<file path="config.mk">
export PLATFORM = sky130hd
export DESIGN_NAME = weighted_sum_node_flat
export DESIGN_NICKNAME = d
export VERILOG_FILES = /design/src/rtl/weighted_sum_node_if.sv /design/src/rtl/weighted_sum_node.sv /design/src/flat_wrapper.sv
export SDC_FILE = /design/constraint.sdc
export NUM_CORES = 1
export LEC_CHECK = 0
export BUFFER_PORTS_ARGS = -buffer_cell sky130_fd_sc_hd__buf_4
export CORE_UTILIZATION = 50
export CTS_BUF_LIST = sky130_fd_sc_hd__clkbuf_16
export DETAILED_ROUTE_END_ITERATION = 8
export GPL_TIMING_DRIVEN = 0
export PLACE_DENSITY = 0.77
export SYNTH_ARGS = -nofsm -noshare
export SYNTH_HDL_FRONTEND = slang
export SYNTH_SLANG_ARGS = --single-unit
</file>
<file path="constraint.sdc">
create_clock -name clk -period 2.93 [get_ports clk]
set_input_delay 0.293 -clock clk [delete_from_list [all_inputs] [get_ports clk]]
set_output_delay 0.293 -clock clk [all_outputs]
set_load 0.02 [all_outputs]
</file>
<file path="src/rtl/weighted_sum_node_if.sv">
// Handshake bundle between the tree-walk controller / multiplier and the
// weighted-sum node: product stream in, scored branch decision out.
interface weighted_sum_node_if #(
  parameter int unsigned WIDTH_P   = 15,
  parameter int unsigned WIDTH_ACC = 17
);
  logic                        start;
  logic                        p_valid;
  logic signed [WIDTH_P-1:0]   p;
  logic signed [WIDTH_ACC-1:0] threshold;
  logic                        out_ready;
  logic                        out_valid;
  logic signed [WIDTH_ACC-1:0] sum;
  logic                        decision;
  logic                        busy;
  logic                        drop;

  // Controller / multiplier side
  modport master (
    output start, p_valid, p, threshold, out_ready,
    input  out_valid, sum, decision, busy, drop
  );

  // Node side
  modport slave (
    input  start, p_valid, p, threshold, out_ready,
    output out_valid, sum, decision, busy, drop
  );
endinterface

</file>
<file path="src/rtl/weighted_sum_node.sv">
// Accumulates N_TERMS signed products into a node score, compares it with the
// node threshold and presents score + branch decision on a valid/ready beat.
module weighted_sum_node #(
  parameter int unsigned WIDTH_P   = 15,
  parameter int unsigned N_TERMS   = 4,
  parameter int unsigned WIDTH_ACC = 17
) (
  input  logic               clk,
  input  logic               reset,
  weighted_sum_node_if.slave bus
);

  localparam int unsigned CNT_W = $clog2(N_TERMS);
  localparam int unsigned EXT_W = WIDTH_ACC - WIDTH_P;
  localparam logic [CNT_W-1:0] LAST = CNT_W'(N_TERMS - 1);

  // Reject parameter sets that could overflow the accumulator
  if (N_TERMS < 2) begin : g_bad_terms
    $error("weighted_sum_node: N_TERMS must be at least 2");
  end
  if (WIDTH_ACC < WIDTH_P + $clog2(N_TERMS)) begin : g_bad_width
    $error("weighted_sum_node: WIDTH_ACC too narrow for N_TERMS products");
  end

  typedef enum logic [1:0] {
    S_IDLE  = 2'd0,
    S_ACCUM = 2'd1,
    S_HOLD  = 2'd2
  } state_t;

  state_t                      state_q, state_d;
  logic signed [WIDTH_ACC-1:0] acc_q, acc_d;
  logic [CNT_W-1:0]            cnt_q, cnt_d;
  logic signed [WIDTH_ACC-1:0] sum_q, sum_d;
  logic                        dec_q, dec_d;
  logic                        out_valid_q, out_valid_d;
  logic                        busy_q;
  logic                        drop_q, drop_d;

  logic signed [WIDTH_ACC-1:0] p_ext;
  logic signed [WIDTH_ACC-1:0] total;

  assign p_ext = {{EXT_W{bus.p[WIDTH_P-1]}}, bus.p};

  // Next-state, accumulate and result capture
  always_comb begin
    state_d     = state_q;
    acc_d       = acc_q;
    cnt_d       = cnt_q;
    sum_d       = sum_q;
    dec_d       = dec_q;
    out_valid_d = out_valid_q;
    total       = acc_q + p_ext;
    // Products arriving while not accumulating are discarded and flagged
    drop_d      = bus.p_valid && (state_q != S_ACCUM);

    case (state_q)
      S_IDLE: begin
        if (bus.start) begin
          acc_d   = '0;
          cnt_d   = '0;
          state_d = S_ACCUM;
        end
      end

      S_ACCUM: begin
        if (bus.p_valid) begin
          if (cnt_q == LAST) begin
            sum_d       = total;
            dec_d       = (total >= bus.threshold);
            out_valid_d = 1'b1;
            state_d     = S_HOLD;
          end else begin
            acc_d = total;
            cnt_d = cnt_q + CNT_W'(1);
          end
        end
      end

      S_HOLD: begin
        if (bus.out_ready) begin
          out_valid_d = 1'b0;
          // A start on the handshake cycle chains straight into the next evaluation
          if (bus.start) begin
            acc_d   = '0;
            cnt_d   = '0;
            state_d = S_ACCUM;
          end else begin
            state_d = S_IDLE;
          end
        end
      end

      default: begin
        state_d     = S_IDLE;
        out_valid_d = 1'b0;
      end
    endcase
  end

  // State and output registers
  always_ff @(posedge clk) begin
    if (reset) begin
      state_q     <= S_IDLE;
      acc_q       <= '0;
      cnt_q       <= '0;
      sum_q       <= '0;
      dec_q       <= 1'b0;
      out_valid_q <= 1'b0;
      busy_q      <= 1'b0;
      drop_q      <= 1'b0;
    end else begin
      state_q     <= state_d;
      acc_q       <= acc_d;
      cnt_q       <= cnt_d;
      sum_q       <= sum_d;
      dec_q       <= dec_d;
      out_valid_q <= out_valid_d;
      busy_q      <= (state_d != S_IDLE);
      drop_q      <= drop_d;
    end
  end

  assign bus.out_valid = out_valid_q;
  assign bus.sum       = sum_q;
  assign bus.decision  = dec_q;
  assign bus.busy      = busy_q;
  assign bus.drop      = drop_q;

endmodule

</file>
<file path="src/flat_wrapper.sv">
// flat-port wrapper written by rule: the top's interface ports become plain ports
module weighted_sum_node_flat 
#(
  parameter int unsigned WIDTH_P   = 15,
  parameter int unsigned N_TERMS   = 4,
  parameter int unsigned WIDTH_ACC = 17
)
  (clk, reset, bus_start, bus_p_valid, bus_p, bus_threshold, bus_out_ready, bus_out_valid, bus_sum, bus_decision, bus_busy, bus_drop);
  weighted_sum_node_if #(.WIDTH_P(WIDTH_P), .WIDTH_ACC(WIDTH_ACC)) bus_i ();
  input  logic clk;
  input  logic reset;
  input wire logic [$bits(bus_i.start)-1:0] bus_start;
  input wire logic [$bits(bus_i.p_valid)-1:0] bus_p_valid;
  input wire logic [$bits(bus_i.p)-1:0] bus_p;
  input wire logic [$bits(bus_i.threshold)-1:0] bus_threshold;
  input wire logic [$bits(bus_i.out_ready)-1:0] bus_out_ready;
  output wire logic [$bits(bus_i.out_valid)-1:0] bus_out_valid;
  output wire logic [$bits(bus_i.sum)-1:0] bus_sum;
  output wire logic [$bits(bus_i.decision)-1:0] bus_decision;
  output wire logic [$bits(bus_i.busy)-1:0] bus_busy;
  output wire logic [$bits(bus_i.drop)-1:0] bus_drop;
  assign bus_i.start = bus_start;
  assign bus_i.p_valid = bus_p_valid;
  assign bus_i.p = bus_p;
  assign bus_i.threshold = bus_threshold;
  assign bus_i.out_ready = bus_out_ready;
  assign bus_out_valid = bus_i.out_valid;
  assign bus_sum = bus_i.sum;
  assign bus_decision = bus_i.decision;
  assign bus_busy = bus_i.busy;
  assign bus_drop = bus_i.drop;
  weighted_sum_node #(.WIDTH_P(WIDTH_P), .N_TERMS(N_TERMS), .WIDTH_ACC(WIDTH_ACC)) u_core (.clk(clk), .reset(reset), .bus(bus_i));
endmodule
</file>
==> results of run 1 <==
-- layout make-up --
class | instances | area [um2]
clock inverters | 3 | 23.8
clock buffers | 5 | 125
inverters | 24 | 90.1
plain buffers | 12 | 46.3
repair buffers | 63 | 473
well taps | 72 | 90.1
flip-flops and latches | 42 | 842
fillers | 457 | 1710
multi-input cells | 262 | 2140
-- registers in the layout, summed over array words and instances, names as in the netlist --
register              flops
u_core.state_q            2
u_core.bus.busy           1
u_core.cnt_q              2
u_core.bus.sum           17
u_core.acc_q             17
u_core.bus.drop           1
u_core.bus.decision       1
u_core.bus.out_valid      1
-- per-layer routing --
metal | share of wire | vias up | global-route usage
li1 | - | 1374 | -
met1 | 0.43 | 1368 | 0.322
met2 | 0.49 | 121 | 0.443
met3 | 0.057 | 20 | 0.0435
met4 | 0.024 | 0 | 0.131
met5 | 0 | - | 0
-- cell usage in the layout (no fill, tap or decap), drive strengths merged, types with 2 or more instances in the layout --
| cell type | Yosys | layout |
|---|---|---|
| a22oi | 9 | 9 |
| clkbuf | 10 | 12 |
| o21ai | 12 | 12 |
| buf | 6 | 68 |
| nand3b | 6 | 6 |
| nand3 | 4 | 4 |
| o21a | 2 | 2 |
| o22ai | 2 | 2 |
| inv | 24 | 25 |
| a21o | 19 | 19 |
| dfxtp | 42 | 42 |
| xnor2 | 8 | 8 |
| o211ai | 6 | 6 |
| nand4 | 2 | 2 |
| xor2 | 5 | 5 |
| a21oi | 29 | 29 |
| a31oi | 4 | 4 |
| nand2 | 26 | 26 |
| nand2b | 4 | 4 |
| a211oi | 4 | 4 |
| or2 | 3 | 3 |
| o2111ai | 2 | 2 |
| mux2i | 3 | 3 |
| and2 | 3 | 3 |
| nor2 | 27 | 27 |
| nor4b | 4 | 4 |
| nor3b | 8 | 8 |
| nor3 | 6 | 6 |
| a22o | 7 | 7 |
| a211o | 2 | 2 |
| and3 | 3 | 3 |
| nor2b | 2 | 2 |
| ha | 34 | 34 |
| clkinvlp | 0 | 2 |
-- worst max path at each step --
| stage | startpoint | endpoint | slack (ns) | cells after the start |
|---|---|---|---|---|
| 2_1_floorplan | u_core.acc_q[0] | u_core.bus.decision | 0.004 | 14 |
| 3_3_place_gp | bus_p[0] | u_core.bus.decision | -0.61 | 15 |
| 3_5_place_dp | bus_p[0] | u_core.bus.decision | -0.63 | 15 |
| 4_1_cts | u_core.acc_q[0] | u_core.bus.decision | -0.05 | 15 |
| 5_1_grt | u_core.acc_q[0] | u_core.bus.decision | -0.24 | 15 |
| 6_report | u_core.acc_q[0] | u_core.bus.decision | -0.13 | 15 |
-- kinds of logic (layout without fill, tap and decap cells) --
| group | after synthesis | count (layout) | synth area share |
|---|---|---|---|
| AOI/OAI and AO/OA | 108 | 108 | 0.266 |
| and+or+nand+nor | 103 | 103 | 0.185 |
| DFF | 42 | 42 | 0.292 |
| buffers and inverters | 40 | 107 | 0.0530 |
| adders and majority gates | 35 | 35 | 0.155 |
| xor gates and xnor gates | 13 | 13 | 0.0395 |
| muxes | 3 | 3 | 0.0104 |
-- critical path: stages, from the launching register on --
cell and delay, ns:
dfxtp_2 0.36, ha_4 0.14, inv_2 0.04, fa_2 0.33, nand2b_4 0.16, a21oi_4 0.19
o311a_4 0.26, buf_4 0.14, a21oi_4 0.07, xnor2_2 0.16, xor2_1 0.16, ha_1 0.33
nand3b_1 0.12, o21ai_0 0.08, or3_1 0.36, nor2_1 0.10
-- power by group --
group | internal (mW) | switching [mW]
clock | 0.319 | 0.249
sequential | 0.584 | 0.00843
combinational | 0.185 | 0.223
total | 1.09 | 0.480
-- per-stage QoR --
stage / hold slack [ns] / area [um2] / setup WS, ns
3_5_place_dp: 0.454 / 3390 / -0.626
3_3_place_gp: 0.449 / 3390 / -0.605
4_1_cts: 0.300 / 3720 / -0.0472
5_1_grt: 0.315 / 3830 / -0.241
2_1_floorplan: 0.436 / 2880 / 0.00372
6_report: 0.303 / 3830 / -0.132
-- repair_timing --
item / in CTS / in global routing
pin swaps: 20 / 21
buffers inserted: 6 / 1
setup endpoints to repair: 1 / 1
gates resized for setup: 25 / 21
hold buffers: 0 / 0
==> flow_summary.html, run 1 <==
<table>
<tr><th>Metric</th><th>Value</th></tr>
<tr><th colspan="2">CTS</th></tr>
<tr><td>Deepest clock path buffer count</td><td>2</td></tr>
<tr><td>Clock-pin slew on the worst setup and hold paths</td><td>0.07 ns</td></tr>
<tr><td>Clock latency on the worst-skew pair</td><td>0.29 ns</td></tr>
<tr><td>CTS H-Tree Depth</td><td>2</td></tr>
<tr><td>CTS tree</td><td>built</td></tr>
<tr><td>Inserted Clock Buffers</td><td>5</td></tr>
<tr><td>Clock root buffer</td><td>clkbuf_16</td></tr>
<tr><td>Clock sinks</td><td>42</td></tr>
<tr><th colspan="2">Timing</th></tr>
<tr><td>Clock tree skew after final layout</td><td>0.00790 ns</td></tr>
<tr><td>Final setup violation count</td><td>1</td></tr>
<tr><td>Slew of the pin with the lowest slew margin</td><td>1.21 ns</td></tr>
<tr><td>Final worst path period share</td><td>1.04</td></tr>
<tr><td>RSZ-0062 raised after global routing</td><td>yes</td></tr>
<tr><td>Number of pins exceeding their max-slew limit in the final report</td><td>0</td></tr>
<tr><td>Time the worst path needs with I/O delays and setup</td><td>3.06 ns</td></tr>
<tr><td>Least setup slack across all paths after layout</td><td>-0.132 ns</td></tr>
<tr><td>Worst slew margin relative to its limit</td><td>0.192</td></tr>
<tr><td>Count of final hold-check violations</td><td>0</td></tr>
<tr><td>Achievable frequency</td><td>327 MHz</td></tr>
<tr><td>Total negative slack for setup checks</td><td>-0.132 ns</td></tr>
<tr><th colspan="2">Die</th></tr>
<tr><td>Die area</td><td>6070 um2</td></tr>
<tr><td>Number of standard-cell rows in the floorplan</td><td>27</td></tr>
<tr><td>Core box area</td><td>5540 um2</td></tr>
<tr><td>Die height</td><td>77.9 um</td></tr>
<tr><td>Chip Width</td><td>77.9 um</td></tr>
<tr><td>I/O Pins</td><td>58</td></tr>
<tr><td>Effective utilization at floorplan</td><td>0.520</td></tr>
<tr><th colspan="2">Detailed routing</th></tr>
<tr><td>Number of iterations in the first detailed-routing pass</td><td>5</td></tr>
<tr><td>Drc violations</td><td>0</td></tr>
<tr><td>DRC marker count from the first detailed-route iteration</td><td>242</td></tr>
<tr><td>Final wirelength</td><td>8040 um</td></tr>
<tr><td>Routed via count divided by cell count</td><td>5.97</td></tr>
<tr><td>Routed via count</td><td>2883</td></tr>
<tr><td>Number of nets still failing antenna checks after routing</td><td>0</td></tr>
<tr><td>Post-detailed-route wirelength per cell</td><td>16.6 um</td></tr>
<tr><th colspan="2">Pwr</th></tr>
<tr><td>Overall power</td><td>1.57 mW</td></tr>
<tr><td>Lkg Pwr</td><td>1.81 nW</td></tr>
<tr><td>Worst vdd ir</td><td>0.244 mV</td></tr>
<tr><td>Power density of the placed cells</td><td>409 nW/um2</td></tr>
<tr><th colspan="2">Worst setup path</th></tr>
<tr><td>Logic depth of the worst register-to-register path</td><td>15</td></tr>
<tr><td>Crit end category</td><td>flip-flop</td></tr>
<tr><td>Setup CP Type</td><td>flip-flop to flip-flop</td></tr>
<tr><td>Worst setup SP type</td><td>flip-flop</td></tr>
<tr><td>Source of the worst register-to-register timing path</td><td>u_core.acc_q[0]</td></tr>
<tr><td>R2R setup slack</td><td>-0.13 ns</td></tr>
<tr><td>End of the worst register-to-register path</td><td>u_core.bus.decision</td></tr>
<tr><td>Arrival time at the worst endpoint</td><td>3.29 ns</td></tr>
<tr><td>Largest fanout of any net on the critical path</td><td>5</td></tr>
<tr><td>Required time of the critical path</td><td>3.16 ns</td></tr>
<tr><th colspan="2">Logic synthesis</th></tr>
<tr><td>Cell area after synthesis</td><td>2880 um2</td></tr>
<tr><td>Number of enable-type register cells in the synthesized netlist</td><td>0</td></tr>
<tr><td>Area share of the largest cell type after synthesis</td><td>0.292</td></tr>
<tr><td>Post-synthesis sequential element count</td><td>42</td></tr>
<tr><td>Post-synthesis average cell area</td><td>8.38 um2</td></tr>
<tr><td>Sequential element share of the synthesized area</td><td>0.292</td></tr>
<tr><td>Cell with the most instances after synthesis</td><td>dfxtp_1</td></tr>
<tr><td>Fraction of synthesis flops using an asynchronous set or reset pin</td><td>0</td></tr>
<tr><td>Dominant cell type by area after synthesis</td><td>dfxtp_1</td></tr>
<tr><td>Yosys warning total</td><td>0</td></tr>
<tr><td>Count of mapped cells out of synthesis</td><td>344</td></tr>
<tr><td>Cells taking the most area after synthesis</td><td>dfxtp_1, ha_1, a21o_1</td></tr>
<tr><td>Flip-flop cell with the highest count after synthesis</td><td>dfxtp_1</td></tr>
<tr><td>Count of distinct cell types in the synthesized netlist</td><td>55</td></tr>
<tr><td>Post-synth top cells</td><td>dfxtp_1, ha_1, a21oi_1, nor2_1, nand2_1</td></tr>
<tr><td>Synthesized netlist net count</td><td>416</td></tr>
<tr><th colspan="2">Job</th></tr>
<tr><td>MaxCap Viol Count</td><td>0</td></tr>
<tr><th colspan="2">Placement</th></tr>
<tr><td>HPWL after detailed placement</td><td>5470 um</td></tr>
<tr><td>Placed cell count</td><td>472</td></tr>
<tr><td>Routability Congestion</td><td>0.872</td></tr>
<tr><td>Buffers added on ports</td><td>56</td></tr>
<tr><th colspan="2">GRT</th></tr>
<tr><td>Wire length of the first global-routing pass</td><td>12600 um</td></tr>
<tr><td>Final global-route overflow total</td><td>0</td></tr>
<tr><td>Number of global-route vias before repair</td><td>2758</td></tr>
<tr><td>Total routing resource utilization after global routing</td><td>0.263</td></tr>
<tr><td>Number of antenna violations at the first check in global routing</td><td>0</td></tr>
<tr><td>Pin count of the biggest net entering global routing</td><td>16</td></tr>
<tr><th colspan="2">Hold path</th></tr>
<tr><td>Hold Path End</td><td>u_core.bus.drop</td></tr>
<tr><td>Worst hold start</td><td>bus_p_valid</td></tr>
<tr><td>Hold/Removal Path Class</td><td>input pin to flip-flop</td></tr>
<tr><td>Count of cells along the worst hold path</td><td>2</td></tr>
<tr><th colspan="2">Run status</th></tr>
<tr><td>Run status</td><td>finished, violations left</td></tr>
<tr><td>Violations in the final reports</td><td>negative setup slack</td></tr>
<tr><th colspan="2">Final layout</th></tr>
<tr><td>Layout Area Growth over Synthesis</td><td>33.0%</td></tr>
<tr><td>Final std cells w/o fill</td><td>483</td></tr>
<tr><td>Proportion of layout cells with a drive suffix above 1</td><td>0.277</td></tr>
<tr><td>Number of antenna cells inserted</td><td>0</td></tr>
<tr><td>Finished Core Util</td><td>0.692</td></tr>
<tr><td>Post-layout nets</td><td>482</td></tr>
</table>
(Power assumes the default switching activity.)
==> run 2: changes to the inputs <==
- CTS_BUF_LIST: sky130_fd_sc_hd__clkbuf_16 -> sky130_fd_sc_hd__clkbuf_2 sky130_fd_sc_hd__clkbuf_4 sky130_fd_sc_hd__clkbuf_8
- TNS_END_PERCENT: not set -> 5
==> run 2 against run 1 <==
Against the previous run:
- the flow still finishes with violations (negative setup slack)
- fmax fell by 0.38%
- total power down 11%
- global-route usage is 0.66 points lower
- highest routed layer unchanged
- core utilization shrank 1.9 points
- critical path type unchanged
- setup slack worse by 0.012 ns
==> flow_summary.html, run 2 (same netlist as run 1, synthesis figures left out) <==
<table>
<tr><th>Metric</th><th>Value</th></tr>
<tr><th colspan="2">Run status</th></tr>
<tr><td>Run status</td><td>finished, violations left</td></tr>
<tr><td>Violations in the final reports</td><td>negative setup slack</td></tr>
<tr><th colspan="2">Final layout</th></tr>
<tr><td>Finished Core Util</td><td>0.673 (-0.0187)</td></tr>
<tr><td>Commonest cells after routing, fill and taps aside</td><td>buf_4, dfxtp_1, ha_1</td></tr>
<tr><td>Layout filler cell count</td><td>480 (+5.0%)</td></tr>
<tr><td>Multi-input logic area</td><td>2080 um2 (-3.0%)</td></tr>
<tr><td>Post-layout nets</td><td>484 (+0.41%)</td></tr>
<tr><td>Layout Area Growth over Synthesis</td><td>29.4%</td></tr>
<tr><td>Most common cell after layout, fill and taps aside</td><td>buf_4</td></tr>
<tr><td>Proportion of layout cells with a drive suffix above 1</td><td>0.266 (-0.0110)</td></tr>
<tr><td>Number of antenna cells inserted</td><td>0 (unchanged)</td></tr>
<tr><td>Seq. cell area</td><td>845 um2 (+0.30%)</td></tr>
<tr><th colspan="2">Detailed routing</th></tr>
<tr><td>Number of nets still failing antenna checks after routing</td><td>0 (unchanged)</td></tr>
<tr><td>Routed via count</td><td>2820 (-2.2%)</td></tr>
<tr><td>Number of iterations in the first detailed-routing pass</td><td>5 (unchanged)</td></tr>
<tr><td>Drc violations</td><td>0 (unchanged)</td></tr>
<tr><td>Post-detailed-route wirelength per cell</td><td>16.2 um (-2.6%)</td></tr>
<tr><td>DRC marker count from the first detailed-route iteration</td><td>200 (-17%)</td></tr>
<tr><td>Final wirelength</td><td>7860 um (-2.2%)</td></tr>
<tr><td>Routed via count divided by cell count</td><td>5.81 (-2.6%)</td></tr>
<tr><th colspan="2">Placement</th></tr>
<tr><td>HPWL after detailed placement</td><td>5470 um (unchanged)</td></tr>
<tr><td>Buffers added on ports</td><td>56 (unchanged)</td></tr>
<tr><td>Routability Congestion</td><td>0.872 (unchanged)</td></tr>
<tr><th colspan="2">Timing</th></tr>
<tr><td>Time the worst path needs with I/O delays and setup</td><td>3.07 ns (+0.0116 ns)</td></tr>
<tr><td>Count of final hold-check violations</td><td>0 (unchanged)</td></tr>
<tr><td>Hold slack final</td><td>0.283 ns (-0.0203 ns)</td></tr>
<tr><td>Worst slew margin relative to its limit</td><td>0.147 (-0.0448)</td></tr>
<tr><td>Clock tree skew after final layout</td><td>0.00815 ns (+0.000255 ns)</td></tr>
<tr><td>Number of pins exceeding their max-slew limit in the final report</td><td>0 (unchanged)</td></tr>
<tr><td>Slew of the pin with the lowest slew margin</td><td>1.28 ns (+0.0671 ns)</td></tr>
<tr><td>RSZ-0062 raised after global routing</td><td>yes</td></tr>
<tr><td>Least setup slack across all paths after layout</td><td>-0.143 ns (-0.0116 ns)</td></tr>
<tr><td>Achievable frequency</td><td>325 MHz (-0.38%)</td></tr>
<tr><td>Total negative slack for setup checks</td><td>-0.143 ns (-0.0116 ns)</td></tr>
<tr><td>Final worst path period share</td><td>1.05 (+0.00395)</td></tr>
<tr><td>Final setup violation count</td><td>1 (unchanged)</td></tr>
<tr><th colspan="2">GRT</th></tr>
<tr><td>Pin count of the biggest net entering global routing</td><td>16 (unchanged)</td></tr>
<tr><td>Number of global-route vias before repair</td><td>2689 (-2.5%)</td></tr>
<tr><td>Final global-route overflow total</td><td>0 (unchanged)</td></tr>
<tr><td>Total routing resource utilization after global routing</td><td>0.256 (-0.00661)</td></tr>
<tr><td>Wire length of the first global-routing pass</td><td>12400 um (-1.9%)</td></tr>
<tr><td>Number of antenna violations at the first check in global routing</td><td>0 (unchanged)</td></tr>
<tr><th colspan="2">Pwr</th></tr>
<tr><td>Power density of the placed cells</td><td>372 nW/um2 (-9.0%)</td></tr>
<tr><td>Lkg Pwr</td><td>1.79 nW (-1.1%)</td></tr>
<tr><td>Worst vdd ir</td><td>0.247 mV (+1.4%)</td></tr>
<tr><th colspan="2">CTS</th></tr>
<tr><td>CTS H-Tree Depth</td><td>2 (unchanged)</td></tr>
<tr><td>Clock latency on the worst-skew pair</td><td>0.31 ns (+0.02 ns)</td></tr>
<tr><td>Inserted Clock Buffers</td><td>5 (unchanged)</td></tr>
<tr><td>Clock root buffer</td><td>clkbuf_8</td></tr>
<tr><td>CTS tree</td><td>built</td></tr>
<tr><td>Deepest clock path buffer count</td><td>2 (unchanged)</td></tr>
<tr><td>Number of hold buffers added after CTS</td><td>0 (unchanged)</td></tr>
<tr><td>Clock sinks</td><td>42 (unchanged)</td></tr>
<tr><td>Clock-pin slew on the worst setup and hold paths</td><td>0.09 ns (+0.02 ns)</td></tr>
<tr><th colspan="2">Job</th></tr>
<tr><td>MaxCap Viol Count</td><td>0 (unchanged)</td></tr>
<tr><th colspan="2">Worst setup path</th></tr>
<tr><td>Start point of the critical path</td><td>u_core.acc_q[0]</td></tr>
<tr><td>Critical-path cell with the highest stage delay</td><td>o311a_4</td></tr>
<tr><td>Worst path cell trace</td><td>ha_4 &gt; inv_2 &gt; fa_2 &gt; nand2b_4 &gt; a21oi_4 &gt; o311a_4 &gt; or3b_4 &gt; o211a_4 &gt; ha_4 &gt; a21oi_1 &gt; o2111ai_2 &gt; a31oi_1 &gt; or3_1 &gt; nor2_1</td></tr>
<tr><td>Source of the worst register-to-register timing path</td><td>u_core.acc_q[0]</td></tr>
<tr><td>Arrival time at the worst endpoint</td><td>3.32 ns (+0.03 ns)</td></tr>
<tr><td>Stage delay of the slowest cell on the critical path</td><td>0.40 ns (+0.04 ns)</td></tr>
<tr><td>Required time of the critical path</td><td>3.18 ns (+0.02 ns)</td></tr>
<tr><td>Crit end category</td><td>flip-flop</td></tr>
<tr><td>Critical path's most frequent cell</td><td>ha_4</td></tr>
<tr><td>Number of buffer and inverter instances along the worst setup path</td><td>1 (-1)</td></tr>
<tr><td>Dominant delay contributor by cell family on the critical path</td><td>compound AO/OA/AOI/OAI gates</td></tr>
<tr><td>Largest fanout of any net on the critical path</td><td>6 (+1)</td></tr>
<tr><td>Setup CP Type</td><td>flip-flop to flip-flop</td></tr>
<tr><td>Worst setup SP type</td><td>flip-flop</td></tr>
<tr><th colspan="2">Die</th></tr>
<tr><td>Die height</td><td>77.9 um (unchanged)</td></tr>
<tr><td>Die area</td><td>6070 um2 (unchanged)</td></tr>
<tr><td>Chip Width</td><td>77.9 um (unchanged)</td></tr>
<tr><td>Effective utilization at floorplan</td><td>0.520 (unchanged)</td></tr>
<tr><td>Number of standard-cell rows in the floorplan</td><td>27 (unchanged)</td></tr>
<tr><td>I/O Pins</td><td>58 (unchanged)</td></tr>
<tr><td>Core box area</td><td>5540 um2 (unchanged)</td></tr>
<tr><th colspan="2">Hold path</th></tr>
<tr><td>Hold/Removal Path Class</td><td>input pin to flip-flop</td></tr>
<tr><td>Worst hold start</td><td>bus_p_valid</td></tr>
</table>
## run 2: cell count changes in the layout (fill, tap and decap cells not counted), moves of 2 or more
cell	delta
ha_1	+2
nand2_2	-2
a21oi_2	-3
ha_4	-2
buf_4	+2
a21oi_1	+3
dfxtp_2	+2
clkbuf_8	+5
nand2_1	+2
clkbuf_16	-5
dfxtp_1	-2
## run 2: worst paths after layout
path	slack, ns	endpoint	cells past startpoint
max reg2reg	-0.14	u_core.bus.decision	14
max	-0.14	u_core.bus.decision	14
min	0.28	u_core.bus.drop	2
min reg2reg	0.46	u_core.bus.out_valid	2
## run 2: layout make-up
type	instances	share of cell area
plain buffers	12	0.0124
multi-input cells	262	0.557
clock inverters	3	0.00638
well taps	72	0.0242
inverters	24	0.0242
flip-flops and latches	42	0.227
repair buffers	65	0.131
clock buffers	5	0.0185
## run 2: repair_timing
item	CTS	global route
setup endpoints to repair	1	1
gates resized for setup	23	13
pin swaps	16	16
buffers inserted	5	4
## run 2: per-layer routing
| layer | part of all wire | global-route usage |
|---|---|---|
| met1 | 0.43 | 0.321 |
| met2 | 0.49 | 0.440 |
| met3 | 0.058 | 0.0435 |
| met4 | 0.020 | 0.0944 |
| met5 | 0 | 0 |
## run 2: power breakdown
part / switching [mW] / leakage (nW) / internal, mW
registers: 0.00814 / 0.341 / 0.584
logic: 0.218 / 1.41 / 0.180
clock network: 0.228 / 0.0408 / 0.171
total: 0.454 / 1.79 / 0.934
## run 2: stage by stage
step / area (um2) / setup slack [ns] / std cells / total power [mW]
floorplan: 2880 / 0.00372 / 344 / 0.827
global placement: 3390 / -0.605 / 472 / 0.922
detailed placement: 3390 / -0.626 / 472 / 0.932
CTS: 3640 / -0.0554 / 484 / 1.36
global route: 3730 / -0.259 / 485 / 1.46
finish: 3730 / -0.143 / 485 / 1.39
